===== src/rtl/f2i_pkg.sv =====
`default_nettype none
// ============================================================================
//  Module : f2i_pkg
//  Brief  : Shared constants and FSM encoding for the FP16 -> integer converter.
//  Rev    : 1.0  initial release
// ============================================================================
package f2i_pkg;

    localparam int FP_W              = 16;
    localparam int EXP_W             = 5;
    localparam int MAN_W             = 10;
    localparam int BIAS              = 15;
    localparam int EXP_SAT           = 30;
    localparam int MEM_DEPTH_DEFAULT = 256;
    localparam int IN_ADDR_DEFAULT   = 64;
    localparam int OUT_ADDR_DEFAULT  = 66;

    typedef enum logic [2:0] {
        ST_IDLE  = 3'd0,
        ST_RD_HI = 3'd1,
        ST_RD_LO = 3'd2,
        ST_CONV  = 3'd3,
        ST_WR_HI = 3'd4,
        ST_WR_LO = 3'd5,
        ST_DONE  = 3'd6
    } state_t;

endpackage
`default_nettype wire


===== src/rtl/data_mem.sv =====
`default_nettype none
// ============================================================================
//  Module : data_mem
//  Brief  : Byte-wide data memory, combinational read, synchronous write.
//  Rev    : 1.0  initial release
// ============================================================================
module data_mem
    import f2i_pkg::*;
#(
    parameter int MEM_DEPTH = MEM_DEPTH_DEFAULT,
    parameter int ADDR_W    = $clog2(MEM_DEPTH)
) (
    input  logic              clk,
    input  logic              wr_en,
    input  logic [ADDR_W-1:0] addr,
    input  logic [7:0]        din,
    output logic [7:0]        dout
);

    // Contents are intentionally not reset; the operand is preloaded externally.
    logic [7:0] my_memory [MEM_DEPTH];

    always_ff @(posedge clk) begin
        if (wr_en) begin
            my_memory[addr] <= din;
        end
    end

    assign dout = my_memory[addr];

endmodule
`default_nettype wire


===== src/rtl/top_float_to_int.sv =====
`default_nettype none
// ============================================================================
//  Module : top_float_to_int
//  Brief  : Reads an FP16 operand from memory, truncates/saturates it to a
//           16-bit sign-magnitude integer and writes the result back.
//  Rev    : 1.0  initial release
// ============================================================================
module top_float_to_int
    import f2i_pkg::*;
#(
    parameter int MEM_DEPTH = MEM_DEPTH_DEFAULT,
    parameter int IN_ADDR   = IN_ADDR_DEFAULT,
    parameter int OUT_ADDR  = OUT_ADDR_DEFAULT
) (
    input  logic clk,
    input  logic reset,
    output logic done
);

    localparam int ADDR_W = $clog2(MEM_DEPTH);

    localparam logic [ADDR_W-1:0] c_in_hi   = ADDR_W'(IN_ADDR);
    localparam logic [ADDR_W-1:0] c_in_lo   = ADDR_W'(IN_ADDR + 1);
    localparam logic [ADDR_W-1:0] c_out_hi  = ADDR_W'(OUT_ADDR);
    localparam logic [ADDR_W-1:0] c_out_lo  = ADDR_W'(OUT_ADDR + 1);
    localparam logic [EXP_W-1:0]  c_bias    = EXP_W'(BIAS);
    localparam logic [EXP_W-1:0]  c_exp_sat = EXP_W'(EXP_SAT);

    state_t r_state;
    state_t w_next;

    logic [7:0]        r_op_hi;
    logic [7:0]        r_op_lo;
    logic [FP_W-1:0]   r_result;

    logic              w_wr_en;
    logic [ADDR_W-1:0] w_addr;
    logic [7:0]        w_din;
    logic [7:0]        w_dout;

    logic              w_sign;
    logic [EXP_W-1:0]  w_exp;
    logic [MAN_W-1:0]  w_man;
    logic [3:0]        w_shift;
    logic [24:0]       w_shifted;
    logic [14:0]       w_mag;

    data_mem #(
        .MEM_DEPTH (MEM_DEPTH),
        .ADDR_W    (ADDR_W)
    ) data_mem1 (
        .clk   (clk),
        .wr_en (w_wr_en),
        .addr  (w_addr),
        .din   (w_din),
        .dout  (w_dout)
    );

    // ---------------------------------------------------------------- datapath
    assign w_sign    = r_op_hi[7];
    assign w_exp     = r_op_hi[6:2];
    assign w_man     = {r_op_hi[1:0], r_op_lo};
    assign w_shift   = 4'(w_exp - c_bias);
    // 25 bits holds the hidden-one mantissa shifted by the largest unsaturated exponent (14).
    assign w_shifted = {14'd0, 1'b1, w_man} << w_shift;

    always_comb begin
        w_mag = 15'd0;
        if (w_exp >= c_exp_sat) begin
            w_mag = 15'h7FFF;
        end else if (w_exp >= c_bias) begin
            w_mag = w_shifted[24:10];
        end
    end

    // --------------------------------------------------------------------- FSM
    always_comb begin
        w_next  = r_state;
        w_wr_en = 1'b0;
        w_addr  = c_in_hi;
        w_din   = 8'd0;
        case (r_state)
            ST_IDLE:  w_next = ST_RD_HI;
            ST_RD_HI: begin
                w_addr = c_in_hi;
                w_next = ST_RD_LO;
            end
            ST_RD_LO: begin
                w_addr = c_in_lo;
                w_next = ST_CONV;
            end
            ST_CONV:  w_next = ST_WR_HI;
            ST_WR_HI: begin
                w_wr_en = 1'b1;
                w_addr  = c_out_hi;
                w_din   = r_result[15:8];
                w_next  = ST_WR_LO;
            end
            ST_WR_LO: begin
                w_wr_en = 1'b1;
                w_addr  = c_out_lo;
                w_din   = r_result[7:0];
                w_next  = ST_DONE;
            end
            ST_DONE:  w_next = ST_DONE;
            default:  w_next = ST_IDLE;
        endcase
    end

    always_ff @(posedge clk) begin
        if (reset) begin
            r_state  <= ST_IDLE;
            r_op_hi  <= 8'd0;
            r_op_lo  <= 8'd0;
            r_result <= '0;
        end else begin
            r_state <= w_next;
            if (r_state == ST_RD_HI) r_op_hi  <= w_dout;
            if (r_state == ST_RD_LO) r_op_lo  <= w_dout;
            if (r_state == ST_CONV)  r_result <= {w_sign, w_mag};
        end
    end

    assign done = (r_state == ST_DONE);

endmodule
`default_nettype wire


===== config.mk =====
export PLATFORM = sky130hd
export DESIGN_NAME = top_float_to_int
export DESIGN_NICKNAME = d
export VERILOG_FILES = /design/src/rtl/f2i_pkg.sv /design/src/rtl/data_mem.sv /design/src/rtl/top_float_to_int.sv
export SDC_FILE = /design/constraint.sdc
export NUM_CORES = 1
export LEC_CHECK = 0
export ABC_AREA = 1
export BUFFER_PORTS_ARGS = -buffer_cell sky130_fd_sc_hd__buf_2
export CAP_MARGIN = 20
export CORE_AREA = 2 2 39 41
export CTS_BUF_LIST = sky130_fd_sc_hd__clkbuf_8
export DETAILED_ROUTE_END_ITERATION = 12
export DIE_AREA = 0 0 41 43
export PLACE_DENSITY = 0.34
export SETUP_SLACK_MARGIN = 0.3
export SLEW_MARGIN = 10
export SYNTH_ARGS = -nofsm -noshare
export SYNTH_HDL_FRONTEND = slang
export SYNTH_SLANG_ARGS = --single-unit

===== constraint.sdc =====
create_clock -name clk -period 0.8 [get_ports clk]
set_input_delay 0.12 -clock clk [delete_from_list [all_inputs] [get_ports clk]]
set_output_delay 0.12 -clock clk [all_outputs]
set_load 0.03 [all_outputs]

==> metrics.md <==
| Metric | Value |
|---|---|
| Cells after synthesis | 17 |
| Startpoint Class | flip-flop |
| Max-cap violations | 0 |
| Combinational power share | 9.2% |
| IR drop worst, VDD | 741 uV |
| Global route overflow | 0 |
| CP max-delay cell | dfxtp_2 |
| Crit path from | r_state[2] |
| Final net count | 29 |
| Post-synth cell types | 6 |
| Diode count | 0 |
| IO Port Bufs | 2 |
| Power per cell area | 2650 nW/um2 |
| Leak | 0.115 nW |
| Initial core utilization | 8.32% |
| Vias in the first global route | 146 |
| Final ANT Viol Nets | 0 |
| Mean post-synth cell area | 6.77 um2 |
| Int Pwr | 518 uW |
| GR Layer Usage met3 | 6.28% |
| Die area | 1760 um2 |
| Crit path largest cell delay | 320 ps |
| Tcrit/Tclk final | 116% |
| CP cell instances | nand2_2, nor2_4, buf_6 |
| Routed wire length | 284 um |
| Final setup viols | 1 |
| Final min period | 928 ps |
| Die H | 43 um |
| CTS Buf Count | 3 |
| Hold Crit Class | in2reg |
| Grt peak-use layer | met2 |
| Final hold viol count | 0 |
| DIE WIDTH | 41 um |
| R2r startpoint | r_state[0] |
| CTS Buffer Depth | 2 |
| Switch share | 19.7% |
| Fmax | 1080 MHz |
| Seq pwr share | 26.7% |
| Post-layout util | 17.6% |
| Seq/Total Area, Yosys | 52.2% |
| Crit path DAT | 810 ps |
| Clock root cell | clkbuf_8 |
| Switching pwr | 127 uW |
| Yosys reg bits | 3 |
| Residual DRC | 0 |
| Clk_skew | 2.04 ps |
| First-pass GRT wire length | 531 um |
| Top fanout value on the critical path | 2 |
| Failing checks | setup timing |
| Total GRT Usage | 5.42% |
| HP Start | reset |
| Biggest regs | r_state (3) |
| Required time of the critical path | 680 ps |
| Max Slew Vio Count | 0 |
| Layout cells sized above 1 | 61.5% |
| Clock transition at the registers of the reported paths | 30 ps |
| Clk_lat worst skew | 210 ps |
| Status | finished, violations left |
| Via density | 3.14 |
| Biggest register | r_state |
| GRT met1 Usage | 3.85% |
| RSZ-0062 raised after global routing | yes |
| Synthesis-to-finish area growth | 112% |
| Least-Margin Pin Slew | 90.4 ps |
| I/O Pins | 3 |
| Post-CTS Hold Buffers | 0 |
| Mapped Area | 115 um2 |
| Yosys warns | 0 |
| Routability cong. | 0.516 |
| Max reg flops | 3 |
| Crit-path leading delay family | flip-flops |
| WS Path Type | reg2out |
| GR Util met2 | 6.56% |
| # H-tree levels | 1 |
| DR vias | 132 |
| CTS sink count | 3 |
| Clock share of power | 64.1% |
| Pin count of the biggest net entering global routing | 6 |
| CP Capture Type | output port |
| Final WS setup | -128 ps |
| CTS tree | done |
| DRC marker count from the first detailed-route iteration | 3 |
| Initial antenna violation count | 0 |
| # rows | 14 |
| Crit path buf inv count | 1 |
| Core ar. | 1380 um2 |
| Placement Setup Slack | -23.3 ps |
| Post-synthesis net count | 19 |
| Max-Slew Margin vs Limit | 93.9% |
| Drt pass-1 iters | 4 |
| Routed length per instance | 6.76 um |
==> worst paths after layout <==
kind | end | slack [ps] | cells past startpoint
setup / recovery | done | -130 | 3
hold / removal | r_state[0] | 160 | 4
setup reg to reg | r_state[2] | 30 | 4
hold reg to reg | r_state[0] | 530 | 3
==> power groups by stage <==
stage / combinational [mW] / clock, mW / sequential (mW)
after floorplan: 0.0200 / 0 / 0.179
after global placement: 0.0258 / 0 / 0.180
after detailed placement: 0.0266 / 0 / 0.182
after CTS: 0.0570 / 0.435 / 0.172
after global routing: 0.0674 / 0.444 / 0.174
final: 0.0593 / 0.414 / 0.173
==> what timing repair did <==
item	CTS	global route
hold endpoints to repair	0	0
endpoints found under the setup margin	4	4
setup buffers	3	0
resized for setup	4	1
pin swaps	3	1
==> per-stage QoR <==
step | TNS (ps) | instance area (um2) | hold slack, ps | power, mW | instances
2_1_floorplan | 0 | 131 | 246 | 0.199 | 17
3_3_place_gp | -6.89 | 161 | 371 | 0.206 | 35
3_5_place_dp | -23.3 | 161 | 367 | 0.208 | 35
4_1_cts | -139 | 241 | 150 | 0.664 | 42
5_1_grt | -197 | 244 | 189 | 0.686 | 42
6_report | -128 | 244 | 161 | 0.645 | 42
==> final cells by class <==
type	count	area [um2]
Inverter	2	7.51
Timing Repair Buffer	5	38.8
Multi-Input combinational cell	12	66.3
Sequential cell	3	66.3
Tap cell	16	20.0
Fill cell	159	1140
Clock inverter	1	3.75
Clock buffer	3	41.3
==> cells in the mapped netlist <==
cell type / count / share of area, %
inv_1: 2 / 6.5
nand3_1: 1 / 4.3
nand2_1: 5 / 16
nor2_1: 5 / 16
dfxtp_1: 3 / 52
a21oi_1: 1 / 4.3
==> routing by layer <==
metal / up-vias / share of wire [%]
met1: 58 / 42
li1: 69 / -
met3: 2 / 9.5
met2: 3 / 46
met4: 0 / 2.1
met5: - / 0
==> layout by cell type (no fill, tap or decap), drive strengths merged <==
cell    n
a21oi   1
buf     5
clkbuf  3
dfxtp   3
inv     3
nand2   5
nand3   1
nor2    5
==> tightest hold or removal path, delay by kind of cell <==
kind	cells	cell delay, ps
buffers and inverters	2	120
and+or+nand+nor	2	90
==> cells by family (layout without fill, tap and decap cells) <==
kind of cell	count (synthesis)	count (layout)	share of synthesized area, %
simple gates	11	11	37.0
flops	3	3	52.2
buf+inv	2	11	6.52
compound gates	1	1	4.34
No activity file was read; power rests on OpenSTA's default activity.
